<file path="config.mk">
export PLATFORM = sky130hd
export DESIGN_NAME = branch_predictor_flat
export DESIGN_NICKNAME = d
export VERILOG_FILES = /design/src/rtl/branch_predictor_pkg.sv /design/src/rtl/branch_predictor_if.sv /design/src/rtl/branch_predictor_btb_array.sv /design/src/rtl/branch_predictor.sv /design/src/flat_wrapper.sv
export SDC_FILE = /design/constraint.sdc
export NUM_CORES = 2
export LEC_CHECK = 0
export CORE_MARGIN = 10
export CORE_UTILIZATION = 25
export CTS_CLUSTER_DIAMETER = 100
export DETAILED_ROUTE_END_ITERATION = 6
export DONT_BUFFER_PORTS = 1
export GPL_ROUTABILITY_DRIVEN = 1
export GPL_TIMING_DRIVEN = 0
export PLACE_DENSITY = 0.45
export SYNTH_ARGS = -nofsm -noshare
export SYNTH_HDL_FRONTEND = slang
export SYNTH_SLANG_ARGS = --single-unit
</file>
<file path="constraint.sdc">
create_clock -name clk -period 10.2 [get_ports clk]
set_clock_uncertainty 0.05 [all_clocks]
set_input_delay 2.04 -clock clk [delete_from_list [all_inputs] [get_ports clk]]
set_output_delay 2.04 -clock clk [all_outputs]
set_load 0.02 [all_outputs]
</file>
<file path="src/rtl/branch_predictor_pkg.sv">
// -----------------------------------------------------------------------------
// branch_predictor_pkg
// Shared definitions for the RV32I dynamic branch predictor:
//   - branch_type_e : EX-stage branch type codes, shared with BranchDecisionMaking
//   - ctr_e         : 2-bit saturating counter states (SNT/WNT/WT/ST)
//   - BTB_IDX_W_DEFAULT : default BTB index width (2^6 = 64 entries)
//   - ctr_step()    : saturating counter update toward the resolved outcome
// -----------------------------------------------------------------------------
package branch_predictor_pkg;

  localparam int BTB_IDX_W_DEFAULT = 6;

  typedef enum logic [2:0] {
    NOBRANCH = 3'd0,
    BEQ      = 3'd1,
    BNE      = 3'd2,
    BLT      = 3'd3,
    BLTU     = 3'd4,
    BGE      = 3'd5,
    BGEU     = 3'd6
  } branch_type_e;

  typedef enum logic [1:0] {
    SNT = 2'b00,
    WNT = 2'b01,
    WT  = 2'b10,
    ST  = 2'b11
  } ctr_e;

  // Move one step toward the outcome, holding at the ST/SNT ends.
  function automatic logic [1:0] ctr_step(input logic [1:0] ctr, input logic taken);
    logic [1:0] nxt;
    nxt = ctr;
    if (taken) begin
      if (ctr != ST) nxt = ctr + 2'd1;
    end else begin
      if (ctr != SNT) nxt = ctr - 2'd1;
    end
    return nxt;
  endfunction

endpackage

</file>
<file path="src/rtl/branch_predictor_if.sv">
// -----------------------------------------------------------------------------
// branch_predictor_if
// Pipeline <-> predictor signal bundle.
//   IF  : PCF (in), PredTakenF / PredTargetF (out)
//   EX  : BranchTypeE, BranchE, PCE, BranchTargetE, PredTakenE, PredTargetE,
//         StallE (in); MispredictE / RedirectPCE (out)
//   Stats: BranchCount / MissCount (out, STAT_W bits)
// master = pipeline side, slave = predictor side.
// -----------------------------------------------------------------------------
interface branch_predictor_if
  import branch_predictor_pkg::*;
#(
  parameter int STAT_W = 32
);
  logic [31:0]       PCF;
  logic              PredTakenF;
  logic [31:0]       PredTargetF;
  branch_type_e      BranchTypeE;
  logic              BranchE;
  logic [31:0]       PCE;
  logic [31:0]       BranchTargetE;
  logic              PredTakenE;
  logic [31:0]       PredTargetE;
  logic              StallE;
  logic              MispredictE;
  logic [31:0]       RedirectPCE;
  logic [STAT_W-1:0] BranchCount;
  logic [STAT_W-1:0] MissCount;

  modport master (
    output PCF, BranchTypeE, BranchE, PCE, BranchTargetE, PredTakenE, PredTargetE, StallE,
    input  PredTakenF, PredTargetF, MispredictE, RedirectPCE, BranchCount, MissCount
  );

  modport slave (
    input  PCF, BranchTypeE, BranchE, PCE, BranchTargetE, PredTakenE, PredTargetE, StallE,
    output PredTakenF, PredTargetF, MispredictE, RedirectPCE, BranchCount, MissCount
  );
endinterface

</file>
<file path="src/rtl/branch_predictor_btb_array.sv">
// -----------------------------------------------------------------------------
// branch_predictor_btb_array  (the btb_array storage of the predictor)
// Direct-mapped BTB storage: valid / tag / target / ctr per entry.
//   clk            : clock
//   clr            : synchronous clear-all of valid bits and counters
//   rf_idx -> rf_* : async read port used by the IF lookup
//   re_idx -> re_* : async read port used by the EX update (hit + old state)
//   we, wr_*       : synchronous write port (one entry per cycle)
// A read of the entry being written returns the old contents this cycle.
// -----------------------------------------------------------------------------
module branch_predictor_btb_array #(
  parameter int IDX_W = 6,
  parameter int TAG_W = 24
) (
  input  logic             clk,
  input  logic             clr,
  input  logic [IDX_W-1:0] rf_idx,
  output logic             rf_valid,
  output logic [TAG_W-1:0] rf_tag,
  output logic [31:0]      rf_target,
  output logic [1:0]       rf_ctr,
  input  logic [IDX_W-1:0] re_idx,
  output logic             re_valid,
  output logic [TAG_W-1:0] re_tag,
  output logic [31:0]      re_target,
  output logic [1:0]       re_ctr,
  input  logic             we,
  input  logic [IDX_W-1:0] wr_idx,
  input  logic             wr_valid,
  input  logic [TAG_W-1:0] wr_tag,
  input  logic [31:0]      wr_target,
  input  logic [1:0]       wr_ctr
);
  localparam int NENT = 1 << IDX_W;

  logic             valid_arr  [NENT];
  logic [TAG_W-1:0] tag_arr    [NENT];
  logic [31:0]      target_arr [NENT];
  logic [1:0]       ctr_arr    [NENT];

  for (genvar gi = 0; gi < NENT; gi++) begin : g_entry
    logic             valid_q, valid_d;
    logic [TAG_W-1:0] tag_q, tag_d;
    logic [31:0]      target_q, target_d;
    logic [1:0]       ctr_q, ctr_d;

    always_comb begin
      valid_d  = valid_q;
      tag_d    = tag_q;
      target_d = target_q;
      ctr_d    = ctr_q;
      if (clr) begin
        // Tag/target are don't-care once valid is low, so only these clear.
        valid_d = 1'b0;
        ctr_d   = 2'b00;
      end else if (we && (wr_idx == IDX_W'(gi))) begin
        valid_d  = wr_valid;
        tag_d    = wr_tag;
        target_d = wr_target;
        ctr_d    = wr_ctr;
      end
    end

    always_ff @(posedge clk) begin
      valid_q  <= valid_d;
      tag_q    <= tag_d;
      target_q <= target_d;
      ctr_q    <= ctr_d;
    end

    assign valid_arr[gi]  = valid_q;
    assign tag_arr[gi]    = tag_q;
    assign target_arr[gi] = target_q;
    assign ctr_arr[gi]    = ctr_q;
  end

  assign rf_valid  = valid_arr[rf_idx];
  assign rf_tag    = tag_arr[rf_idx];
  assign rf_target = target_arr[rf_idx];
  assign rf_ctr    = ctr_arr[rf_idx];

  assign re_valid  = valid_arr[re_idx];
  assign re_tag    = tag_arr[re_idx];
  assign re_target = target_arr[re_idx];
  assign re_ctr    = ctr_arr[re_idx];

endmodule

</file>
<file path="src/rtl/branch_predictor.sv">
// -----------------------------------------------------------------------------
// branch_predictor
// BTB + 2-bit counter branch predictor and EX-stage redirect controller.
//   clk   : pipeline clock
//   rst_n : synchronous active-low reset (clears table and stats)
//   bp    : branch_predictor_if.slave
//           IF lookup  PCF -> PredTakenF / PredTargetF (combinational)
//           EX resolve -> MispredictE / RedirectPCE (combinational)
//           stats      BranchCount / MissCount (saturating)
// Table writes happen on the clock edge of an unstalled EX cycle.
// -----------------------------------------------------------------------------
module branch_predictor
  import branch_predictor_pkg::*;
#(
  parameter int BTB_IDX_W = BTB_IDX_W_DEFAULT,
  parameter int STAT_W    = 32
) (
  input  logic                clk,
  input  logic                rst_n,
  branch_predictor_if.slave   bp
);
  localparam int TAG_W = 32 - BTB_IDX_W - 2;

  logic [BTB_IDX_W-1:0] idx_f, idx_e;
  logic [TAG_W-1:0]     tag_f, tag_e;

  logic             rf_valid, re_valid;
  logic [TAG_W-1:0] rf_tag, re_tag;
  logic [31:0]      rf_target, re_target;
  logic [1:0]       rf_ctr, re_ctr;

  logic             we;
  logic             wr_valid;
  logic [TAG_W-1:0] wr_tag;
  logic [31:0]      wr_target;
  logic [1:0]       wr_ctr;

  logic hit_f, hit_e, pred_taken_f;
  logic is_branch, resolve_en, mispredict_raw;
  logic [31:0] redirect_pc;

  logic [STAT_W-1:0] branch_cnt_q, branch_cnt_d;
  logic [STAT_W-1:0] miss_cnt_q, miss_cnt_d;

  // Byte-offset bits never matter for word-aligned RV32I PCs.
  logic unused_pc_lsbs;
  assign unused_pc_lsbs = ^{bp.PCF[1:0], bp.PCE[1:0]};

  assign idx_f = bp.PCF[BTB_IDX_W+1:2];
  assign tag_f = bp.PCF[31:BTB_IDX_W+2];
  assign idx_e = bp.PCE[BTB_IDX_W+1:2];
  assign tag_e = bp.PCE[31:BTB_IDX_W+2];

  branch_predictor_btb_array #(
    .IDX_W (BTB_IDX_W),
    .TAG_W (TAG_W)
  ) u_btb (
    .clk       (clk),
    .clr       (!rst_n),
    .rf_idx    (idx_f),
    .rf_valid  (rf_valid),
    .rf_tag    (rf_tag),
    .rf_target (rf_target),
    .rf_ctr    (rf_ctr),
    .re_idx    (idx_e),
    .re_valid  (re_valid),
    .re_tag    (re_tag),
    .re_target (re_target),
    .re_ctr    (re_ctr),
    .we        (we),
    .wr_idx    (idx_e),
    .wr_valid  (wr_valid),
    .wr_tag    (wr_tag),
    .wr_target (wr_target),
    .wr_ctr    (wr_ctr)
  );

  // IF lookup
  assign hit_f        = rf_valid && (rf_tag == tag_f);
  assign pred_taken_f = hit_f && rf_ctr[1];
  assign bp.PredTakenF  = pred_taken_f;
  assign bp.PredTargetF = pred_taken_f ? rf_target : 32'd0;

  // EX resolution
  assign is_branch  = (bp.BranchTypeE != NOBRANCH);
  assign resolve_en = rst_n && !bp.StallE;
  assign hit_e      = re_valid && (re_tag == tag_e);

  always_comb begin
    mispredict_raw = 1'b0;
    redirect_pc    = bp.PCE + 32'd4;
    if (is_branch && bp.BranchE) begin
      redirect_pc    = bp.BranchTargetE;
      mispredict_raw = !bp.PredTakenE || (bp.PredTargetE != bp.BranchTargetE);
    end else begin
      // Not-taken branch or a non-branch that was predicted taken (alias):
      // either way a taken prediction sent fetch down the wrong path.
      mispredict_raw = bp.PredTakenE;
    end
  end

  assign bp.MispredictE = resolve_en && mispredict_raw;
  assign bp.RedirectPCE = redirect_pc;

  // Table update, indexed by PCE
  always_comb begin
    we        = 1'b0;
    wr_valid  = 1'b1;
    wr_tag    = tag_e;
    wr_target = re_target;
    wr_ctr    = re_ctr;
    if (resolve_en) begin
      if (is_branch) begin
        if (hit_e) begin
          we     = 1'b1;
          wr_ctr = ctr_step(re_ctr, bp.BranchE);
          if (bp.BranchE) wr_target = bp.BranchTargetE;
        end else if (bp.BranchE) begin
          we        = 1'b1;
          wr_target = bp.BranchTargetE;
          wr_ctr    = WT;
        end
      end else if (hit_e) begin
        // Non-branch hitting in the BTB: drop the stale entry.
        we       = 1'b1;
        wr_valid = 1'b0;
      end
    end
  end

  // Saturating performance counters
  always_comb begin
    branch_cnt_d = branch_cnt_q;
    miss_cnt_d   = miss_cnt_q;
    if (resolve_en && is_branch && (branch_cnt_q != '1))
      branch_cnt_d = branch_cnt_q + 1'b1;
    if (bp.MispredictE && (miss_cnt_q != '1))
      miss_cnt_d = miss_cnt_q + 1'b1;
  end

  always_ff @(posedge clk) begin
    if (!rst_n) begin
      branch_cnt_q <= '0;
      miss_cnt_q   <= '0;
    end else begin
      branch_cnt_q <= branch_cnt_d;
      miss_cnt_q   <= miss_cnt_d;
    end
  end

  assign bp.BranchCount = branch_cnt_q;
  assign bp.MissCount   = miss_cnt_q;

endmodule

</file>
<file path="src/flat_wrapper.sv">
// flat-port wrapper written by rule: the top's interface ports become plain ports
module branch_predictor_flat import branch_predictor_pkg::*;
#(
  parameter int BTB_IDX_W = BTB_IDX_W_DEFAULT,
  parameter int STAT_W    = 32
)
  (clk, rst_n, bp_PCF, bp_BranchTypeE, bp_BranchE, bp_PCE, bp_BranchTargetE, bp_PredTakenE, bp_PredTargetE, bp_StallE, bp_PredTakenF, bp_PredTargetF, bp_MispredictE, bp_RedirectPCE, bp_BranchCount, bp_MissCount);
  branch_predictor_if #(.STAT_W(STAT_W)) bp_i ();
  input  logic clk;
  input  logic rst_n;
  input wire logic [$bits(bp_i.PCF)-1:0] bp_PCF;
  input wire logic [$bits(bp_i.BranchTypeE)-1:0] bp_BranchTypeE;
  input wire logic [$bits(bp_i.BranchE)-1:0] bp_BranchE;
  input wire logic [$bits(bp_i.PCE)-1:0] bp_PCE;
  input wire logic [$bits(bp_i.BranchTargetE)-1:0] bp_BranchTargetE;
  input wire logic [$bits(bp_i.PredTakenE)-1:0] bp_PredTakenE;
  input wire logic [$bits(bp_i.PredTargetE)-1:0] bp_PredTargetE;
  input wire logic [$bits(bp_i.StallE)-1:0] bp_StallE;
  output wire logic [$bits(bp_i.PredTakenF)-1:0] bp_PredTakenF;
  output wire logic [$bits(bp_i.PredTargetF)-1:0] bp_PredTargetF;
  output wire logic [$bits(bp_i.MispredictE)-1:0] bp_MispredictE;
  output wire logic [$bits(bp_i.RedirectPCE)-1:0] bp_RedirectPCE;
  output wire logic [$bits(bp_i.BranchCount)-1:0] bp_BranchCount;
  output wire logic [$bits(bp_i.MissCount)-1:0] bp_MissCount;
  assign bp_i.PCF = bp_PCF;
  assign bp_i.BranchTypeE = bp_BranchTypeE;
  assign bp_i.BranchE = bp_BranchE;
  assign bp_i.PCE = bp_PCE;
  assign bp_i.BranchTargetE = bp_BranchTargetE;
  assign bp_i.PredTakenE = bp_PredTakenE;
  assign bp_i.PredTargetE = bp_PredTargetE;
  assign bp_i.StallE = bp_StallE;
  assign bp_PredTakenF = bp_i.PredTakenF;
  assign bp_PredTargetF = bp_i.PredTargetF;
  assign bp_MispredictE = bp_i.MispredictE;
  assign bp_RedirectPCE = bp_i.RedirectPCE;
  assign bp_BranchCount = bp_i.BranchCount;
  assign bp_MissCount = bp_i.MissCount;
  branch_predictor #(.BTB_IDX_W(BTB_IDX_W), .STAT_W(STAT_W)) u_core (.clk(clk), .rst_n(rst_n), .bp(bp_i));
endmodule
</file>
==> metrics.yaml <==
async_flop_share: 0
min_period_ps: 10900
yosys.cell_types.count: 84
final_cell_area_um2: 220000
hold_viol_final: 0
antenna_found_initial: 120
die_w_um: 869
die_area_um2: 754000
cts_sinks: 3840
whs_endpoint: "u_core.u_btb.g_entry[23].valid_q"
syn_nets: 8902
finalPower_mw: 37.2
synth_mux_area_frac: 0.298
maxCapViolCount: 8
rsz0062_at_grt: "no"
synth_top_family_by_area: "multiplexers"
clock.fmax_mhz: 91.8
r2r_slack_ps: 2550
n_fill_cell: 69000
rr_endpoint: "u_core.u_btb.g_entry[4].tag_q[18]"
slowest_delay_ps: 1570
clockBufferDepth: 4
grt_usage: 0.246
vias: 118000
finalCritPeriodShare: 1.07
synth_top_area_cell: "edfxtp_1"
p_per_area_nw_per_um2: 169
cp-end-kind: "flop"
ant_nets: 0
syn2layout_area_growth_pct: 22.3
multiInputGateArea_um2: 64500
relSlewSlack: -0.178
synth_seq_cells: 3840
rows: 311
drtIter0Drc: 21600
routabilityCongestion: 0.924
register_area_um2: 113000
reg2reg_from: "u_core.u_btb.g_entry[55].tag_q[17]"
whs_path_depth: 2
htreeDepth: 5
drive_gt1_frac: 0.404
synth_area_um2: 180000
cp_data_arrival_time_ps: 11600
cts.clk_slew.worst_paths_ps: 60
leakagePower_nw: 68.3
synthXorXnorAreaFrac: 0.00813
dieHeight_um: 869
setup_viol: 434
ys_warn_count: 0
syn_inst: 8760
coreArea_um2: 718000
grt_max_degree: 71
synth_enable_flop_cells: 3584
via_per_inst: 5.95
wl_per_cell_um: 48.4
synth_fa_ha_area_frac: 0.000473
wl_um: 962000
slowest_stage: "nor2_1"
port_buffers: 0
critPathMaxFanout: 10
violations: "DRC, capacitance limit, slew limit, setup timing"
setup_tns_ps: -110140
place_area_um2: 206000
start_kind: "input port"
drc: 21
start_util: 0.251
status: "finished with violations"
startpoint: "bp_PCE[4]"
drt_pass1_iterations: 7
numCtsBuffers: 427
netlist_top_cells_area: "edfxtp_1, mux4_2, dfxtp_1"
yosys.area_share.simple: 0.0233
synth_area_per_cell_um2: 20.5
worst_pin_slew_ps: 1760
gr-total-overflow: 0
finalNetCount: 10000
hpwl_um: 726000
clock_latency_ps: 1100
ioPinCount: 266
grt_pass1_vias: 113000
cts_tree: "built"
cp_cell_sequence: "buf_2, clkinv_1, nor2_1, clkbuf_2, buf_12, a32o_1, a221oi_1, xnor2_1, nand4_1, o21ai_0, nand3b_1, o21a_1, buf_6, buf_2, clkbuf_1, nor3_2, buf_8, buf_6, buf_6, buf_6, buf_6, buf_6"
synth_top_area_frac: 0.598
hp-class: "reg2reg"
reg2reg_depth: 19
setup_ws_ps: -698
grt_pass1_wl_um: 1210000
path_common_cell: "buf_6"
path_class: "in2reg"
ctsRootBufferMaster: "clkbuf_16"
synth-seq-area-share: 0.626
cp.required_ps: 10900
synth-compound-area-share: 0.0246
peakVddDrop_v: 0.000140
drv_slew: 61
synth_ff_type: "edfxtp_1"
hp-start: "u_core.u_btb.g_entry[23].valid_q"
==> where the power goes <==
group          switching [mW]  total (mW)  internal, mW
sequential             0.0142        17.6          17.6
clock                    6.98        15.7          8.71
combinational            2.69        3.91          1.22
==> metrics by stage <==
step / utilization / setup slack [ps] / hold slack, ps / instances
floorplan: - / 506 / 390 / 8760
global placement: 0.268 / -18050 / 402 / 18300
detailed placement: 0.287 / -2270 / 414 / 19000
CTS: 0.306 / -2.18 / 422 / 19800
global route: 0.307 / 3.50 / 443 / 19800
finish: 0.307 / -698 / 431 / 19900
==> worst max-delay path, delay by kind of cell <==
family | cells | cell delay [ps]
AND/OR/NAND/NOR | 4 | 3470
XOR/XNOR | 1 | 1210
AO/OA/AOI/OAI | 4 | 1140
buffers and inverters | 13 | 3600
==> Yosys cell counts (44+ instances only) <==
master,count
xnor2_1,120
nor2_1,136
mux2i_1,345
nand3_1,72
o21ai_0,59
a211oi_1,164
dfxtp_1,256
nor2b_1,51
xor2_1,47
a31oi_1,72
clkbuf_1,349
mux4_2,2201
buf_6,44
edfxtp_1,3584
mux2_2,56
buf_1,178
buf_2,107
nand2_1,232
nand4_1,44
a22oi_1,110
nor3_2,45
a21oi_1,120
==> placed cells by master (no fill, tap or decap), types with 89 or more instances in the layout <==
cell,n
edfxtp_1,3584
mux4_2,2201
clkbuf_16,434
mux2i_1,345
clkbuf_1,295
buf_16,282
dfxtp_1,256
nand2_1,231
buf_6,217
buf_2,197
buf_8,174
a211oi_1,154
nor2_1,136
clkbuf_2,134
a21oi_1,120
xnor2_1,116
a22oi_1,110
clkinv_1,102
diode_2,96
clkinv_2,89
==> layer usage <==
metal  GRT usage  routed length (um)  vias up
met5           0                 241        -
met4       0.171               82200       31
met3      0.0811              115000     2687
met2       0.380              433000     9987
met1       0.291              332000    64700
li1            -                   -    40800
==> timing repair <==
item                       CTS  global route
pin swaps                    2             2
gates resized for setup    137            12
setup endpoints to repair   84            19
hold buffers                 0             0
buffers inserted             0             0
cloned                       0             0
==> cell families after synthesis <==
| group | count (synthesis) |
|---|---|
| buffers and inverters | 740 |
| adders and majority gates | 7 |
| muxes | 2602 |
| AOI/OAI and AO/OA | 643 |
| xor gates and xnor gates | 167 |
| and+or+nand+nor | 761 |
| DFF | 3840 |
==> final cells by class <==
cell class	instances	share of cell area
Multi-Input combinational cell	4180	0.293
Sequential cell	3840	0.512
Clock buffer	533	0.0515
Tap cell	9546	0.0543
Clock inverter	257	0.0104
Inverter	21	0.000375
Timing Repair Buffer	674	0.0595
Antenna cell	96	0.00109
Buffer	718	0.0176
==> sequential cells by signal, summed over array words and instances, names as in the netlist <==
name	count
u_core.bp.MissCount	32
u_core.u_btb.g_entry.ctr_q	128
u_core.u_btb.g_entry.valid_q	64
u_core.bp.BranchCount	32
u_core.u_btb.g_entry.target_q	2048
u_core.u_btb.g_entry.tag_q	1536
==> worst max-delay path by stage <==
stage	to	slack, ps
floorplan	u_core.u_btb.g_entry[0].tag_q[0]	510
global placement	u_core.u_btb.g_entry[42].target_q[5]	-18050
detailed placement	bp_PredTargetF[18]	-2270
CTS	bp_PredTargetF[18]	-2
global route	bp_PredTargetF[18]	3
finish	u_core.u_btb.g_entry[4].tag_q[18]	-700
(Power assumes the default switching activity.)
